===== config.mk =====
export PLATFORM = sky130hd
export DESIGN_NAME = button_scan_ctrl
export DESIGN_NICKNAME = d
export VERILOG_FILES = /design/src/rtl/btn_scan_pkg.sv /design/src/rtl/btn_evt_fifo.sv /design/src/rtl/button_scan_ctrl.sv
export SDC_FILE = /design/constraint.sdc
export NUM_CORES = 1
export LEC_CHECK = 0
export ABC_AREA = 0
export CORE_AREA = 4 4 71 100
export DETAILED_ROUTE_END_ITERATION = 8
export DIE_AREA = 0 0 75 104
export PLACE_DENSITY = 0.78
export SKIP_LAST_GASP = 1
export SYNTH_ARGS = -nofsm -noshare
export SYNTH_HDL_FRONTEND = slang
export SYNTH_SLANG_ARGS = --single-unit

===== constraint.sdc =====
create_clock -name clk -period 4 [get_ports clk]
set_clock_uncertainty 0.1 [all_clocks]
set_input_delay 0.6 -clock clk [delete_from_list [all_inputs] [get_ports clk]]
set_output_delay 0.6 -clock clk [all_outputs]
set_load 0.005 [all_outputs]

===== src/rtl/btn_scan_pkg.sv =====
// Shared types for the multiplexed button scanner: event codes, the queued
// event record and the scan scheduler state.
package btn_scan_pkg;

   // Widest channel index supported (16 channels)
   localparam int CH_MAX_W = 4;
   // Debounce run counter width (STABLE_TICKS up to 255)
   localparam int CNT_W = 8;

   typedef enum logic [1:0] {
      EVT_PRESS   = 2'b00,
      EVT_RELEASE = 2'b01,
      EVT_LONG    = 2'b10
   } evt_code_e;

   typedef struct packed {
      logic [CH_MAX_W-1:0] ch;
      evt_code_e           code;
   } evt_t;

   typedef enum logic {
      SCAN_IDLE   = 1'b0,
      SCAN_ACTIVE = 1'b1
   } scan_state_e;

endpackage


===== src/rtl/btn_evt_fifo.sv =====
// Small synchronous event FIFO. A push into a full FIFO is accepted when a pop
// happens in the same cycle; otherwise the caller sees full_o and drops it.
module btn_evt_fifo #(
   parameter int W     = 6,
   parameter int DEPTH = 4
) (
   input  logic         clk,
   input  logic         rst_n,
   input  logic         push_i,
   input  logic [W-1:0] wdata_i,
   input  logic         pop_i,
   output logic [W-1:0] rdata_o,
   output logic         full_o,
   output logic         empty_o
);

   localparam int AW = $clog2(DEPTH);

   logic [W-1:0]  mem_q [DEPTH];
   logic [AW-1:0] wr_ptr_q;
   logic [AW-1:0] rd_ptr_q;
   logic [AW:0]   count_q;
   logic          push_ok;
   logic          pop_ok;

   assign full_o  = (count_q == (AW+1)'(DEPTH));
   assign empty_o = (count_q == '0);
   assign pop_ok  = pop_i & ~empty_o;
   assign push_ok = push_i & (~full_o | pop_ok);
   assign rdata_o = mem_q[rd_ptr_q];

   // Storage, pointers and occupancy; pointers wrap naturally (DEPTH is 2^AW)
   always_ff @(posedge clk or negedge rst_n) begin
      if (!rst_n) begin
         for (int i = 0; i < DEPTH; i++) mem_q[i] <= '0;
         wr_ptr_q <= '0;
         rd_ptr_q <= '0;
         count_q  <= '0;
      end else begin
         if (push_ok) begin
            mem_q[wr_ptr_q] <= wdata_i;
            wr_ptr_q        <= wr_ptr_q + AW'(1);
         end
         if (pop_ok) rd_ptr_q <= rd_ptr_q + AW'(1);
         case ({push_ok, pop_ok})
            2'b10:   count_q <= count_q + (AW+1)'(1);
            2'b01:   count_q <= count_q - (AW+1)'(1);
            default: count_q <= count_q;
         endcase
      end
   end

endmodule


===== src/rtl/button_scan_ctrl.sv =====
// Multi-channel push-button front end. One debounce/hold engine is shared by
// all channels: on every prescaler tick the scheduler visits channel
// 0..N_CH-1, one per clock, and queues press/release(/long) events.
// Optional feature macro: BTN_SCAN_LONG_PRESS_EN enables hold counters and
// long-press events; without it LONG_TICKS only takes part in range checks.
module button_scan_ctrl
   import btn_scan_pkg::*;
#(
   parameter int N_CH         = 4,
   parameter int TICK_DIV     = 1000,
   parameter int STABLE_TICKS = 16,
   parameter int LONG_TICKS   = 500,
   parameter int FIFO_DEPTH   = 4,
   localparam int CH_W        = $clog2(N_CH)
) (
   input  logic            clk,
   input  logic            rst_n,
   input  logic [N_CH-1:0] btn_raw,
   output logic [N_CH-1:0] stable,
   output logic            evt_valid,
   input  logic            evt_ready,
   output logic [CH_W-1:0] evt_ch,
   output logic [1:0]      evt_code,
   output logic            overflow,
   input  logic            clr_overflow
);

   localparam int PRE_W = $clog2(TICK_DIV);

   // A tick must never land inside a scan, and counters must fit their widths
   if (TICK_DIV <= N_CH + 1 || STABLE_TICKS < 1 || STABLE_TICKS > 255 ||
       LONG_TICKS < 1 || LONG_TICKS > 65535 || N_CH < 2 || N_CH > 16) begin : g_param_check
      $error("button_scan_ctrl: parameter out of range");
   end

   logic [N_CH-1:0]  sync1_q;
   logic [N_CH-1:0]  sync2_q;
   logic [PRE_W-1:0] pre_q;
   logic             tick;
   scan_state_e      state_q;
   logic [CH_W-1:0]  ch_q;
   logic [N_CH-1:0]  stable_q;
   logic [CNT_W-1:0] cnt_q [N_CH];
   logic             overflow_q;

   logic             visit;
   logic             s_cur;
   logic             lvl_cur;
   logic             lvl_d;
   logic [CNT_W-1:0] cnt_d;
   logic             evt_hit;
   evt_code_e        push_code;
   logic             push;
   evt_t             push_evt;
   evt_t             head;
   logic [$bits(evt_t)-1:0] fifo_rdata;
   logic             fifo_full;
   logic             fifo_empty;
   logic             fifo_pop;
   logic             drop;

`ifdef BTN_SCAN_LONG_PRESS_EN
   localparam int HOLD_W = 16;
   logic [HOLD_W-1:0] hold_q [N_CH];
   logic [HOLD_W-1:0] hold_d;
`endif

   // Two-flop synchronizer for the asynchronous button pins
   always_ff @(posedge clk or negedge rst_n) begin
      if (!rst_n) begin
         sync1_q <= '0;
         sync2_q <= '0;
      end else begin
         sync1_q <= btn_raw;
         sync2_q <= sync1_q;
      end
   end

   // Sample-rate prescaler: 0..TICK_DIV-1, tick during the last count
   always_ff @(posedge clk or negedge rst_n) begin
      if (!rst_n) begin
         pre_q <= '0;
      end else if (pre_q == PRE_W'(TICK_DIV - 1)) begin
         pre_q <= '0;
      end else begin
         pre_q <= pre_q + PRE_W'(1);
      end
   end

   assign tick = (pre_q == PRE_W'(TICK_DIV - 1));

   // Scan scheduler: wait for a tick, then walk every channel once, one per clock
   always_ff @(posedge clk or negedge rst_n) begin
      if (!rst_n) begin
         state_q <= SCAN_IDLE;
         ch_q    <= '0;
      end else begin
         case (state_q)
            SCAN_IDLE: begin
               if (tick) begin
                  state_q <= SCAN_ACTIVE;
                  ch_q    <= '0;
               end
            end
            SCAN_ACTIVE: begin
               if (ch_q == CH_W'(N_CH - 1)) begin
                  state_q <= SCAN_IDLE;
                  ch_q    <= '0;
               end else begin
                  ch_q <= ch_q + CH_W'(1);
               end
            end
            default: begin
               state_q <= SCAN_IDLE;
               ch_q    <= '0;
            end
         endcase
      end
   end

   assign visit   = (state_q == SCAN_ACTIVE);
   assign s_cur   = sync2_q[ch_q];
   assign lvl_cur = stable_q[ch_q];

   // Shared evaluation engine for the channel being visited this clock
   always_comb begin
      lvl_d     = lvl_cur;
      cnt_d     = cnt_q[ch_q];
      evt_hit   = 1'b0;
      push_code = EVT_PRESS;
      if (s_cur == lvl_cur) begin
         cnt_d = '0;
      end else if (cnt_q[ch_q] == CNT_W'(STABLE_TICKS - 1)) begin
         lvl_d     = s_cur;
         cnt_d     = '0;
         evt_hit   = 1'b1;
         push_code = s_cur ? EVT_PRESS : EVT_RELEASE;
      end else begin
         cnt_d = cnt_q[ch_q] + CNT_W'(1);
      end
`ifdef BTN_SCAN_LONG_PRESS_EN
      // Hold count only runs while the level stays high; saturation makes the
      // long-press event fire once per press. A flip can never coincide with it.
      hold_d = hold_q[ch_q];
      if (!lvl_cur || (lvl_d != lvl_cur)) begin
         hold_d = '0;
      end else if (hold_q[ch_q] != HOLD_W'(LONG_TICKS)) begin
         hold_d = hold_q[ch_q] + HOLD_W'(1);
         if (hold_d == HOLD_W'(LONG_TICKS)) begin
            evt_hit   = 1'b1;
            push_code = EVT_LONG;
         end
      end
`endif
   end

   // Commit the visited channel's level and counters
   always_ff @(posedge clk or negedge rst_n) begin
      if (!rst_n) begin
         stable_q <= '0;
         for (int i = 0; i < N_CH; i++) cnt_q[i] <= '0;
`ifdef BTN_SCAN_LONG_PRESS_EN
         for (int i = 0; i < N_CH; i++) hold_q[i] <= '0;
`endif
      end else if (visit) begin
         stable_q[ch_q] <= lvl_d;
         cnt_q[ch_q]    <= cnt_d;
`ifdef BTN_SCAN_LONG_PRESS_EN
         hold_q[ch_q]   <= hold_d;
`endif
      end
   end

   assign push          = visit & evt_hit;
   assign push_evt.ch   = CH_MAX_W'(ch_q);
   assign push_evt.code = push_code;
   assign fifo_pop      = evt_valid & evt_ready;
   assign drop          = push & fifo_full & ~fifo_pop;

   btn_evt_fifo #(
      .W     ($bits(evt_t)),
      .DEPTH (FIFO_DEPTH)
   ) u_fifo (
      .clk     (clk),
      .rst_n   (rst_n),
      .push_i  (push),
      .wdata_i (push_evt),
      .pop_i   (fifo_pop),
      .rdata_o (fifo_rdata),
      .full_o  (fifo_full),
      .empty_o (fifo_empty)
   );

   // Sticky overflow flag; a drop in the same cycle beats the clear request
   always_ff @(posedge clk or negedge rst_n) begin
      if (!rst_n) begin
         overflow_q <= 1'b0;
      end else if (drop) begin
         overflow_q <= 1'b1;
      end else if (clr_overflow) begin
         overflow_q <= 1'b0;
      end
   end

   assign head      = evt_t'(fifo_rdata);
   assign stable    = stable_q;
   assign evt_valid = ~fifo_empty;
   assign evt_ch    = CH_W'(head.ch);
   assign evt_code  = head.code;
   assign overflow  = overflow_q;

endmodule


[Word-level counts from Yosys, hierarchy flattened]
Cells that the tools add are included.
Cells by class
  $add $sub $neg: 7
  reduce and logical (&&, ||, !) cells: 6
  eq/ne operators: 8
  magnitude comparators: 7
  multiplexer cells: 38
  bitwise gates (word level): 14
Operators by type and width (count)
  two-way mux 8 bit: 5
  bitwise mux 32 bit: 1
  bitwise mux 24 bit: 1
  binary-select mux 8 bit (select 2 bit): 1
  demux 8 bit (select 2 bit): 1
  two-way mux 1 bit: 14
  binary-select mux 6 bit (select 2 bit): 1
  demux 6 bit (select 2 bit): 1
  adder 10 x 1 -> 10 bit, second input constant: 1
  equality test 10 bit, second input constant: 1
  two-way mux 10 bit: 1
  >= comparator 3 bit, second input constant: 3
  NOT 2 -> 3 bit: 3
  adder 8 x 1 -> 8 bit, second input constant: 1
  equality test 8 x 4 -> 1 bit, second input constant: 1
  two-way mux 4 bit: 2
  adder 2 x 1 -> 2 bit, second input constant: 3
  bitwise AND 1 bit: 6
  less-than comparator 3 x 1 -> 1 bit, second input constant: 2
  two-way mux 6 bit: 1
  case mux 3 bit (2 select lines): 1
  binary-select mux 1 bit (select 2 bit): 2
  bitwise mux 4 bit: 1
  equality test 2 bit, second input constant: 2
  17 further kinds: 24
Word-level totals
  input port bits: 8
  register bits after elaboration: 89
  logic and storage cells: 98
  output and inout bits: 10

[Logic depth before layout (Yosys ltp)]
  depth after elaboration: 11
  mapped depth: 11

[Cells and area by module]
A second synthesis with hierarchy kept.
Unflattened totals
  cell total of the unflattened synthesis: 324
  area total of the unflattened synthesis: 4103.9 um2
By module, submodules not included
  button_scan_ctrl: cells each 227, instances 1, area an instance 2647.5 um2, sequential area each 1451.4 um2
  btn_evt_fifo: cells each 97, instances 1, area an instance 1456.4 um2, sequential area each 775.7 um2

[Worst setup path after synthesis]
No wires, ideal clock.
  kind: register to register
  start: register ch_q[0]
  end: register u_fifo.count_q[1]
  slack: 0.980 ns
  data required time: 3.775 ns
  arrival time: 2.795 ns
  period minus slack after synthesis: 3.020 ns
  stages on the path, launching flop included: 10
  buffers on the path: 2
  cells stage by stage: dfrtp_1 buf_6 buf_2 mux4_2 ha_1 nand3_1 nand4b_1 nor2b_1 fa_1 mux2_2
On the way
  word-level cells in the longest chain between the ends: 11
  elaborated cells between the ends (all ways): 18
Ends and longest elaborated chain
  start, declared: RTL line button_scan_ctrl.sv:41  | logic [CH_W-1:0] ch_q;
  start signal, assigned: RTL line button_scan_ctrl.sv:110  | ch_q <= ch_q + CH_W'(1);
  NOT 2 -> 3 bit (not written as such): RTL line button_scan_ctrl.sv:133  | end else if (cnt_q[ch_q] == CNT_W'(STABLE_TICKS - 1)) begin
  binary-select mux 8 bit (select 2 bit): RTL line button_scan_ctrl.sv:133
  two-way mux 8 bit (not written as such) (2 in series): RTL line button_scan_ctrl.sv:133
  equality test 8 x 4 -> 1 bit: RTL line button_scan_ctrl.sv:133
  two-way mux 1 bit: RTL line button_scan_ctrl.sv:133
  two-way mux 1 bit *: RTL line button_scan_ctrl.sv:131  | if (s_cur == lvl_cur) begin
  bitwise AND 1 bit *: RTL line button_scan_ctrl.sv:174  | assign push = visit & evt_hit;
  bitwise AND 1 bit *: RTL line btn_evt_fifo.sv:29  | assign push_ok = push_i & (~full_o | pop_ok);
  equality test 2 x 1 -> 1 bit / equality test 2 bit (equally long branches): RTL line btn_evt_fifo.sv:45  | case ({push_ok, pop_ok})
  case mux 3 bit (2 select lines) / nonzero test 2 bit (equally long branches)
  end signal, assigned: RTL line btn_evt_fifo.sv:46  | 2'b10: count_q <= count_q + (AW+1)'(1);
  end signal, assigned: RTL line btn_evt_fifo.sv:47  | 2'b01: count_q <= count_q - (AW+1)'(1);
  end signal, assigned: RTL line btn_evt_fifo.sv:48  | default: count_q <= count_q;
  end, declared: RTL line btn_evt_fifo.sv:22  | logic [AW:0] count_q;
Mark *: on every way between the ends. The rest lies on a longest branch, timed or not. The select of a mux whose other input is x is not followed.
A chain may end at the register's enable or synchronous reset.

[Worst setup path in the final report]
  start: register ch_q[0]
  end: register u_fifo.count_q[2]
The elaborated chain is that of the path after synthesis.

==> results.cfg <==
[flow_run]
cap_violations = 0

[synth]
synth_ff_type = dfrtp_1
avgSynthCellArea_um2 = 11.9
synth-edff-count = 0
synth_area_leaders = dfrtp_1, nand2_1, mux4_1
netlist_instances = 299
syn_nets = 318
synth_seq_cells = 77
synth_most_common_cell = dfrtp_1
async_flop_share_pct = 100
netlist.area_leader.share_pct = 54.0
yosys.area.top_type = dfrtp_1
synth_common_cells = dfrtp_1, nand2_1, o21ai_0
synth_cell_type_count = 40
yosysSeqAreaShare_pct = 54.0
synth_area_mm2 = 0.00357
synth_warnings = 0

[global_route]
grt_antenna_before_repair = 0
grt_first_pass_wirelength_mm = 11.2
grt_max_degree = 78
grt_overflow = 0
grt_pass1_vias = 2426
grt_use_total_pct = 18.9

[setup_path]
cp-start-kind = flop
cp.arrival_ps = 3610
path_class = reg -> reg
end_kind = flop
r2r_slack_ps = 560
setup.worst_path.end = u_fifo.count_q[2]
crit_required_ps = 4180
r2r-start = ch_q[0]
cp-startpoint = ch_q[0]
reg2reg_to = u_fifo.count_q[2]
r2r_cells = 8
crit_fanout = 11

[outcome]
status = finished, final reports clean

[clock_tree]
htreeDepth = 3
cts_resized = 0
tritoncts = yes
worstSkewPairLatency_ps = 350
cts_max_path_buffers = 2
cts_inserted_buffers = 9
hold_buffers = 0
post_cts_buffers = 0
numClockSinks = 77
path_clk_slew_ps = 80
clock-root-buffer = clkbuf_8

[power]
vdd_ir_drop_max_mv = 0.271
p_leak_nw = 1.80
power_w = 0.00139
power_density_mw_per_mm2 = 350

[timing]
hold_violations = 0
relSlewSlack_pct = 37.7
finalCritPeriodShare_pct = 85.9
setup_violations = 0
fmax_ghz = 0.291
slew_violations = 0
finalSetupTns_ps = 0
rsz0062_at_grt = no
tightest_slew_ps = 935
whs_ps = 252
finalCriticalPeriod_ps = 3440

[floorplan]
coreArea_mm2 = 0.00617
die-width_um = 75
fp.dieH_um = 104
ios = 18
die_area_mm2 = 0.00780
start_util_pct = 57.8
rows = 34

[final_layout]
syn_to_final_growth_pct = 11.5
drive_gt1_share_pct = 13.0
fin_area_mm2 = 0.00398
fillers = 455
layout.nets = 337
insertedDiodeCount = 0

[routing]
routed_wl_mm = 6.55
vias_per_cell = 5.80
drt_first_pass_iters = 4
drcViolationCount = 0
ant_nets = 0
drt_iter0_markers = 103
vias = 2284
drt-wirelength-per-cell_um = 16.6

[placement]
place.gp.congestion = 0.886
dpl_cell_area_mm2 = 0.00378
portBuffers = 16
dp_hpwl_mm = 4.63

[min_path]
hp-class = reg -> reg
[metal layers]
layer / wire (µm) / vias up / global-route usage, %
met5: 0 / - / 0
met4: 145 / 0 / 8.91
met3: 184 / 11 / 3.48
met2: 3490 / 30 / 31.4
met1: 2730 / 1151 / 23.2
li1: - / 1092 / -
[metrics by stage]
| step | setup WS (ps) | util [%] | instances |
|---|---|---|---|
| after floorplan | 980 | - | 299 |
| after global placement | 713 | 61.3 | 379 |
| after detailed placement | 590 | 61.3 | 379 |
| after CTS | 578 | 64.5 | 394 |
| after global routing | 341 | 64.5 | 394 |
| final | 562 | 64.5 | 394 |
[sequential cells by signal (all words and copies together) (netlist names)]
name             cells
overflow             1
u_fifo.count_q       3
cnt_q               32
u_fifo.wr_ptr_q      2
stable               4
state_q              1
ch_q                 2
u_fifo.mem_q        12
sync1_q              4
pre_q               10
sync2_q              4
u_fifo.rd_ptr_q      2
[how the worst min path moves through the flow]
stage	from	end	slack [ps]	cells after the start
after global routing	sync1_q[1]	sync2_q[1]	260	0
final	sync1_q[1]	sync2_q[1]	250	0
after global placement	sync1_q[2]	sync2_q[2]	240	0
after floorplan	rst_n	ch_q[0]	200	0
after detailed placement	sync1_q[1]	sync2_q[1]	240	0
after CTS	sync1_q[1]	sync2_q[1]	260	0
[critical path: stages, from the launching register on]
cell      delay, ps
dfrtp_1         700
mux4_1          710
nor4_1          510
nand4b_1        290
nor2b_1         220
fa_1            380
and3_1          150
mux2i_1         150
xnor2_1         140
[logic make-up after synthesis]
| family | synth area share [%] |
|---|---|
| other | 0.105 |
| AOI/OAI and AO/OA | 8.21 |
| buffers and inverters | 2.46 |
| and+or+nand+nor | 12.7 |
| xor gates and xnor gates | 4.42 |
| DFF | 54.0 |
| muxes | 14.0 |
| adders and majority gates | 4.07 |
[cell usage in the layout (no fill, tap or decap), types with 2 or more instances in the layout]
cell type / n
mux4_1: 7
inv_1: 9
mux2_2: 13
dfrtp_1: 77
buf_4: 4
a21oi_1: 4
nand4b_1: 2
nor3_1: 3
xnor2_1: 13
o31ai_1: 13
clkinvlp_4: 2
clkdlybuf4s50_1: 15
nor2_1: 12
o21ai_0: 22
nand3_1: 12
nor2b_1: 3
xor2_1: 5
nand2_1: 53
a22o_1: 4
clkbuf_8: 9
mux4_2: 6
mux2i_1: 2
ha_1: 10
nor3b_1: 2
inv_6: 2
[cell type report]
class / instances / area, µm² / share of cell area, %
Tap cell: 72 / 90.1 / 2.26
Clock inverter: 6 / 71.3 / 1.79
Timing Repair Buffer: 19 / 180 / 4.53
Inverter: 9 / 33.8 / 0.849
Clock buffer: 9 / 124 / 3.11
Sequential cell: 77 / 1930 / 48.4
Multi-Input combinational cell: 202 / 1550 / 39.0
[where the power goes]
part / switching [W] / internal, W
Sequential: 0.00000101 / 0.000782
Clock: 0.000294 / 0.000290
Combinational: 0.0000197 / 0.00000760
Total: 0.000315 / 0.00108
Power figures use the tool's default switching activity.
